## config.mk

```make
export PLATFORM = sky130hd
export DESIGN_NAME = spi_reg_file_flat
export DESIGN_NICKNAME = d
export VERILOG_FILES = /design/src/rtl/spi_reg_file_if.sv /design/src/rtl/spi_reg_file.sv /design/src/flat_wrapper.sv
export SDC_FILE = /design/constraint.sdc
export NUM_CORES = 1
export LEC_CHECK = 0
export BUFFER_PORTS_ARGS = -buffer_cell sky130_fd_sc_hd__buf_2
export CAP_MARGIN = 40
export CORE_ASPECT_RATIO = 0.6
export CORE_MARGIN = 4
export CORE_UTILIZATION = 51
export DETAILED_ROUTE_END_ITERATION = 10
export MAX_ROUTING_LAYER = met4
export PLACE_DENSITY = 0.78
export SKIP_LAST_GASP = 1
export SLEW_MARGIN = 10
export SYNTH_ARGS = -nofsm -noshare
export SYNTH_HDL_FRONTEND = slang
export SYNTH_SLANG_ARGS = --single-unit
```

## constraint.sdc

```tcl
create_clock -name clk -period 4.25 [get_ports clk]
set_input_delay 0 -clock clk [delete_from_list [all_inputs] [get_ports clk]]
set_output_delay 0 -clock clk [all_outputs]
set_load 0.02 [all_outputs]
```

## src/rtl/spi_reg_file_if.sv

```systemverilog
// Byte-level link between the SPI shifter and the register-file decoder.
interface spi_reg_file_if;
  logic       frame_active;
  logic       rx_valid;
  logic [7:0] rx_data;
  logic [7:0] tx_data;

  modport master (
    output frame_active,
    output rx_valid,
    output rx_data,
    input  tx_data
  );

  modport slave (
    input  frame_active,
    input  rx_valid,
    input  rx_data,
    output tx_data
  );
endinterface

```

## src/rtl/spi_reg_file.sv

```systemverilog
// SPI command decoder and register file: the first byte of a frame is a command
// (bit7 write, [6:0] start address); later bytes are data with auto-incrementing address.
module spi_reg_file #(
  parameter int unsigned NREGS  = 16,
  parameter logic [7:0]  DEV_ID = 8'h5A
) (
  input  logic               clk,
  input  logic               rst,
  spi_reg_file_if.slave      bus,
  output logic [NREGS*8-1:0] reg_q,
  output logic               wr_strobe,
  output logic [6:0]         wr_addr,
  output logic               addr_err
);

  localparam int unsigned AW = (NREGS > 1) ? $clog2(NREGS) : 1;

  typedef enum logic [1:0] {StIdle, StCmd, StWr, StRd} state_e;

  state_e      state_q, state_d;
  logic [7:0]  tx_q, tx_d;
  logic [6:0]  addr_q, addr_d;
  logic [6:0]  addr_inc;
  logic        err_q, err_d;
  logic        fa_q;
  logic        wr_en;
  logic        wr_strobe_q;
  logic [6:0]  wr_addr_q, wr_addr_d;
  logic [7:0]  regs_q [NREGS];
  logic [7:0]  rd_cmd, rd_next;
  logic        cmd_in_range, cur_in_range, next_in_range;

  assign addr_inc      = addr_q + 7'd1;
  assign cmd_in_range  = 32'(bus.rx_data[6:0]) < NREGS;
  assign cur_in_range  = 32'(addr_q) < NREGS;
  assign next_in_range = 32'(addr_inc) < NREGS;
  assign rd_cmd        = cmd_in_range  ? regs_q[bus.rx_data[AW-1:0]] : 8'hFF;
  assign rd_next       = next_in_range ? regs_q[addr_inc[AW-1:0]]    : 8'hFF;

  always_comb begin
    state_d   = state_q;
    tx_d      = tx_q;
    addr_d    = addr_q;
    err_d     = err_q;
    wr_en     = 1'b0;
    wr_addr_d = wr_addr_q;
    // Frame end overrides everything, including an rx_valid on the same cycle.
    if (!bus.frame_active) begin
      state_d = StIdle;
      tx_d    = 8'h00;
    end else begin
      case (state_q)
        StIdle: begin
          if (!fa_q) begin
            state_d = StCmd;
            tx_d    = DEV_ID;
            err_d   = 1'b0;
          end
        end
        StCmd: begin
          if (bus.rx_valid) begin
            addr_d = bus.rx_data[6:0];
            if (bus.rx_data[7]) begin
              state_d = StWr;
              tx_d    = 8'h00;
            end else begin
              state_d = StRd;
              tx_d    = rd_cmd;
            end
          end
        end
        StWr: begin
          if (bus.rx_valid) begin
            if (cur_in_range) begin
              wr_en     = 1'b1;
              wr_addr_d = addr_q;
            end else begin
              err_d = 1'b1;
            end
            addr_d = addr_inc;
          end
        end
        StRd: begin
          if (bus.rx_valid) begin
            addr_d = addr_inc;
            tx_d   = rd_next;
            if (!cur_in_range) err_d = 1'b1;
          end
        end
        default: state_d = StIdle;
      endcase
    end
  end

  // fa_q resets high so a frame already in progress at reset release is ignored.
  always_ff @(posedge clk or posedge rst) begin
    if (rst) begin
      state_q     <= StIdle;
      tx_q        <= 8'h00;
      addr_q      <= 7'd0;
      err_q       <= 1'b0;
      fa_q        <= 1'b1;
      wr_strobe_q <= 1'b0;
      wr_addr_q   <= 7'd0;
    end else begin
      state_q     <= state_d;
      tx_q        <= tx_d;
      addr_q      <= addr_d;
      err_q       <= err_d;
      fa_q        <= bus.frame_active;
      wr_strobe_q <= wr_en;
      wr_addr_q   <= wr_addr_d;
    end
  end

  always_ff @(posedge clk or posedge rst) begin
    if (rst) begin
      for (int i = 0; i < int'(NREGS); i++) regs_q[i] <= 8'h00;
    end else if (wr_en) begin
      regs_q[addr_q[AW-1:0]] <= bus.rx_data;
    end
  end

  always_comb begin
    reg_q = '0;
    for (int i = 0; i < int'(NREGS); i++) reg_q[8*i +: 8] = regs_q[i];
  end

  assign bus.tx_data = tx_q;
  assign wr_strobe   = wr_strobe_q;
  assign wr_addr     = wr_addr_q;
  assign addr_err    = err_q;

endmodule
```

## src/flat_wrapper.sv

```systemverilog
// flat-port wrapper written by rule: the top's interface ports become plain ports
module spi_reg_file_flat 
#(
  parameter int unsigned NREGS  = 16,
  parameter logic [7:0]  DEV_ID = 8'h5A
)
  (clk, rst, reg_q, wr_strobe, wr_addr, addr_err, bus_frame_active, bus_rx_valid, bus_rx_data, bus_tx_data);
  spi_reg_file_if bus_i ();
  input  logic clk;
  input  logic rst;
  output logic [NREGS*8-1:0] reg_q;
  output logic wr_strobe;
  output logic [6:0] wr_addr;
  output logic addr_err;
  input wire logic [$bits(bus_i.frame_active)-1:0] bus_frame_active;
  input wire logic [$bits(bus_i.rx_valid)-1:0] bus_rx_valid;
  input wire logic [$bits(bus_i.rx_data)-1:0] bus_rx_data;
  output wire logic [$bits(bus_i.tx_data)-1:0] bus_tx_data;
  assign bus_i.frame_active = bus_frame_active;
  assign bus_i.rx_valid = bus_rx_valid;
  assign bus_i.rx_data = bus_rx_data;
  assign bus_tx_data = bus_i.tx_data;
  spi_reg_file #(.NREGS(NREGS), .DEV_ID(DEV_ID)) u_core (.clk(clk), .rst(rst), .bus(bus_i), .reg_q(reg_q), .wr_strobe(wr_strobe), .wr_addr(wr_addr), .addr_err(addr_err));
endmodule
```

* Word-level counts from Yosys, hierarchy flattened *
Cells that the tools add are included.

storage, ports and cells
  flip-flop bits (word level) = 155
  latch bits = 0
  memory bits (writable) = 0
  memories kept = 0
  input bits = 12
  ROM bits = 0

operators by class
  multiplexer cells = 33
  magnitude comparators = 7
  reductions and logical operators = 10
  bitwise logic cells = 3
  div/mod/pow operators = 0
  eq/ne operators = 12
  $mul = 0
  shifts and indexed selects = 0
  add/sub/neg operators = 1

operators by type and width
  kind                                                       number
  bitwise mux 128 bit                                        1
  2-to-1 mux 8 bit                                           12
  binary-select mux 8 bit (select 4 bit)                     2
  demux 8 bit (select 4 bit)                                 1
  case mux 8 bit (3 select lines)                            1
  < comparator 7 x 5 -> 1 bit (second input constant)        3
  greater-or-equal comparator 5 bit (second input constant)  3
  inverter 4 -> 5 bit                                        3
  2-to-1 mux 7 bit                                           2
  case mux 7 bit (2 select lines)                            1
  AND reduction 4 bit                                        3
  != test 3 bit (second input constant)                      3
  2-to-1 mux 1 bit                                           8
  adder 7 x 1 -> 7 bit (second input constant)               1
  2-to-1 mux 2 bit                                           3
  != test 2 bit (second input constant)                      3
  < comparator 5 x 1 -> 1 bit (second input constant)        1
  AND reduction 5 bit                                        1
  == test 2 bit (second input constant)                      2
  != test 4 x 1 -> 1 bit (second input constant)             1
  case mux 2 bit (2 select lines)                            1
  nonzero test 2 bit                                         2
  != test 3 x 1 -> 1 bit (second input constant)             1
  AND reduction 3 bit                                        1
  other kinds (6)                                            6

* Logic depth before layout (Yosys ltp) *
  depth in word-level cells = 9
  depth in mapped cells = 11
  mapped depth without buffers = 6

* Worst setup path before layout *
No wires, ideal clock.

  path type = reg2reg
  start point = reg u_core.addr_q[0]
  end point = reg u_core.tx_q[6] (netlist: u_core.bus.tx_data[6])
  buffers on the path = 5
  data required time = 4,125 ps
  setup time = 125 ps
  arrival time = 2,715 ps
  stages on the path, launching flop included = 12
  setup slack = 1,410 ps
  period minus slack after synthesis = 2,840 ps
  cell sequence = dfrtp_1 -> buf_2 -> buf_2 -> inv_1 -> ha_1 -> buf_6 -> buf_6 -> buf_2 -> mux4_2 -> mux4_2 -> nor3_1 -> o31ai_1

on the way
  cells in the longest elaborated chain, start to end = 9
  elaborated cells on any way between the ends = 10

RTL lines
  item                                                 RTL line             text
  from (decl)                                          spi_reg_file.sv:22   logic [6:0] addr_q, addr_d;
  from (signal assigned)                               spi_reg_file.sv:108  addr_q <= addr_d;
  adder 7 x 1 -> 7 bit *                               spi_reg_file.sv:33   assign addr_inc = addr_q + 7'd1;
  inverter 4 -> 5 bit (implied by the code)            spi_reg_file.sv:38   assign rd_next = next_in_range ? regs_q[addr_inc[AW-1:0]] : 8'hFF;
  binary-select mux 8 bit (select 4 bit)               spi_reg_file.sv:38
  2-to-1 mux 8 bit (implied by the code) (2 in a row)  spi_reg_file.sv:38
  2-to-1 mux 8 bit *                                   spi_reg_file.sv:38
  2-to-1 mux 8 bit *                                   spi_reg_file.sv:84   if (bus.rx_valid) begin
  case mux 8 bit (3 select lines) *                    spi_reg_file.sv:52   case (state_q)
  2-to-1 mux 8 bit *                                   spi_reg_file.sv:48   if (!bus.frame_active) begin
  to (signal assigned)                                 spi_reg_file.sv:107  tx_q <= tx_d;
  to (decl)                                            spi_reg_file.sv:21   logic [7:0] tx_q, tx_d;

Every way passes the cells marked *; elsewhere a longest branch is shown, timed or not. The select of a mux whose other input is x is not followed.
A chain may end at the register's enable or synchronous reset.

* Worst setup path in the final report *
  start point = reg u_core.addr_q[1]
  end point = reg u_core.tx_q[5] (netlist: u_core.bus.tx_data[5])

The elaborated chain is that of the path after synthesis.

==> results.cfg <==
[outcome]
outcome = finished, final reports clean

[sta]
min_period_ns = 3.07
fmax_ghz = 0.325
setup-violations-final = 0
fin_ws_ns = 1.18
final_hold_viol_count = 0
tightest_slew_ns = 0.829
rsz0062_at_grt = false
fin_setup_tns_ns = 0
final_max_slew_viol_count = 0
fin_crit_sh_pct = 72.3
maxSlewHeadroom_pct = 44.7
whs_ns = 0.0965
fin_skew_ns = 0.00973

[grt]
gr-usage-all-layers_pct = 27.8
antenna_found_initial = 0
grt_pass1_vias = 6283
grt_pass1_wl_mm = 38.2
grt_overflow = 0
grt_start_max_net_pins = 84

[synth]
async_flop_share_pct = 100
yosysWarningCount = 0
yosysSeqAreaShare_pct = 45.8
synth_cells = 569
syn_area_um2 = 8480
ys_top_cells_by_count = dfrtp_1 (154), mux2_2 (77), mux4_2 (68), mux2_1 (63), clkbuf_1 (21)
synth_nets = 585
synth_ff_type = dfrtp_1
synth_seq_cells = 155
yosys.area.top_type = dfrtp_1
yosys.cell_types.count = 50
synth.area.top_cells = dfrtp_1 (45%), mux4_2 (18%), mux2_2 (10%)
synth_edf_count = 0
yosys.area.top_type_share_pct = 45.4
avgSynthCellArea_um2 = 14.9
yosysMostFrequentCell = dfrtp_1

[clock_network]
h-tree-depth = 4
clock_path_buffers = 2
tritoncts_num_sinks = 155
cts_resized = 0
clk_pin_slew_worst_paths_ns = 0.06
clk_latency_ns = 0.42
cts_root_buf = clkbuf_16
cts_tree = yes
numCtsBuffers = 17

[cells_and_area]
layout.area.seq_um2 = 3880
antennaDiodeCount = 0
drive_gt1_share_pct = 51.0
multi_input_area_um2 = 4320
fin_util_pct = 61.7
finalNetCount = 722
areaGrowthSynthToFinish_pct = 18.4
fill_cells = 1264

[detailed_routing]
post_drt_wl_per_cell_um = 26.0
wl_mm = 24.6
ant_nets = 0
drcViolationCount = 0
vias = 6063
vias_per_cell = 6.40
drt_pass1_iterations = 5
drt_iter0_drc = 509

[power]
ir_drop_uv = 320
total_power_w = 0.00406
p_leak_nw = 5.08
power_density_nw_per_um2 = 404

[place]
gp_congestion = 0.902
pre_cts_ws_ns = 1.18
io_buffer_count = 156
hpwl_mm = 17.3

[die]
fp.coreArea_um2 = 16300
dieArea_um2 = 18800
die_width_um = 174
rows = 36
start_util_pct = 52.2
num_io_pins = 157
fp.dieH_um = 108

[critical_path]
startpoint_type = flop
path_class = reg -> reg
endpoint_kind = flop
cp_max_fo = 23
worstPathRequired_ns = 4.53
arrival_ns = 3.35

[hold_path]
min_path_type = in -> reg

[run]
max_cap_viol_count = 0
## cells in the final DEF, fill, tap and decap left out, types with 5 or more instances in the layout
| cell type | Yosys | routed |
|---|---|---|
| a21oi_1 | 8 | 8 |
| a31oi_1 | 5 | 5 |
| buf_2 | 17 | 156 |
| buf_4 | 3 | 6 |
| clkbuf_16 | 0 | 17 |
| dfrtp_1 | 154 | 153 |
| mux2_1 | 63 | 63 |
| mux2_2 | 77 | 77 |
| mux2_4 | 8 | 8 |
| mux2i_1 | 7 | 7 |
| mux4_2 | 68 | 68 |
| nand2_1 | 18 | 18 |
| nand3_4 | 12 | 12 |
| nor2_1 | 6 | 6 |
| nor2b_1 | 7 | 7 |
| o21ai_0 | 12 | 12 |
| o221ai_1 | 7 | 7 |
| o22ai_1 | 5 | 5 |
## layout make-up
cell class / instances / area share [%]
clock buffer: 23 / 4.66
clock inverter: 9 / 1.61
inverter: 5 / 0.237
multi-input combinational: 360 / 43.1
sequential: 155 / 38.7
tap: 228 / 2.84
timing repair buffer: 167 / 8.93
## metal layers
| metal | global-route usage (%) | wire [µm] | vias up | share of wire, % |
|---|---|---|---|---|
| li1 | - | - | 2477 | - |
| met1 | 38.8 | 10400 | 3173 | 42 |
| met2 | 40.8 | 11200 | 371 | 45 |
| met3 | 7.55 | 2520 | 42 | 10 |
| met4 | 7.62 | 510 | 0 | 2.1 |
| met5 | - | 0 | - | 0 |
## path summary, 6_finish.rpt
path | start | to | slack, ns | cells past startpoint
max | u_core.addr_q[1]$_DFFE_PP0P_ | u_core.bus.tx_data[5]$_DFFE_PP0P_ | 1.18 | 7
min | bus_rx_data[5] | u_core.reg_q[5]$_DFFE_PP0P_ | 0.1 | 2
max reg2reg | u_core.addr_q[1]$_DFFE_PP0P_ | u_core.bus.tx_data[5]$_DFFE_PP0P_ | 1.18 | 7
min reg2reg | u_core.wr_addr[6]$_DFFE_PP0P_ | u_core.wr_addr[6]$_DFFE_PP0P_ | 0.50 | 1
max in group asynchronous | rst | u_core.addr_q[0]$_DFFE_PP0P_ | 2.90 | 4
min in group asynchronous | rst | u_core.reg_q[2]$_DFFE_PP0P_ | 0.25 | 3
## flip-flops by register name, summed over array words and instances, names as in the netlist
| signal | cells |
|---|---|
| u_core.addr_err | 1 |
| u_core.addr_q | 7 |
| u_core.bus.tx_data | 8 |
| u_core.fa_q | 1 |
| u_core.reg_q | 128 |
| u_core.state_q | 2 |
| u_core.wr_addr | 7 |
| u_core.wr_strobe | 1 |
## per-stage QoR
stage	cells	cell area (µm²)
3_3_place_gp	910	9340
2_1_floorplan	569	8480
3_5_place_dp	912	9380
6_report	947	10000
5_1_grt	947	10000
4_1_cts	947	10000
## report_power, final
part           total [W]  internal (W)  switching, W
registers        0.00162       0.00153     0.0000918
logic           0.000795      0.000304      0.000491
clock network    0.00164       0.00102      0.000618
total            0.00406       0.00286       0.00120
## cell families (layout without fill, tap and decap cells)
group | after synthesis | after routing | synth area share [%]
AOI/OAI and AO/OA | 56 | 56 | 4.35
muxes | 223 | 223 | 38.9
xor gates and xnor gates | 2 | 2 | 0.295
buffers and inverters | 54 | 204 | 3.32
and+or+nand+nor | 75 | 75 | 6.80
DFF | 155 | 155 | 45.8
adders and majority gates | 4 | 4 | 0.590
## critical path, stage by stage (launching register included)
cell      delay [ns]
dfrtp_1         0.50
inv_1           0.12
ha_2            0.86
buf_4           0.35
mux4_2          0.52
mux2_2          0.28
o221ai_1        0.17
a31oi_1         0.12
## what timing repair did
| item | in CTS | in global routing |
|---|---|---|
| hold buffers | 3 | 0 |
| hold endpoints to repair | 87 | 0 |
| setup buffers | 0 | 0 |
Power figures use the tool's default switching activity.
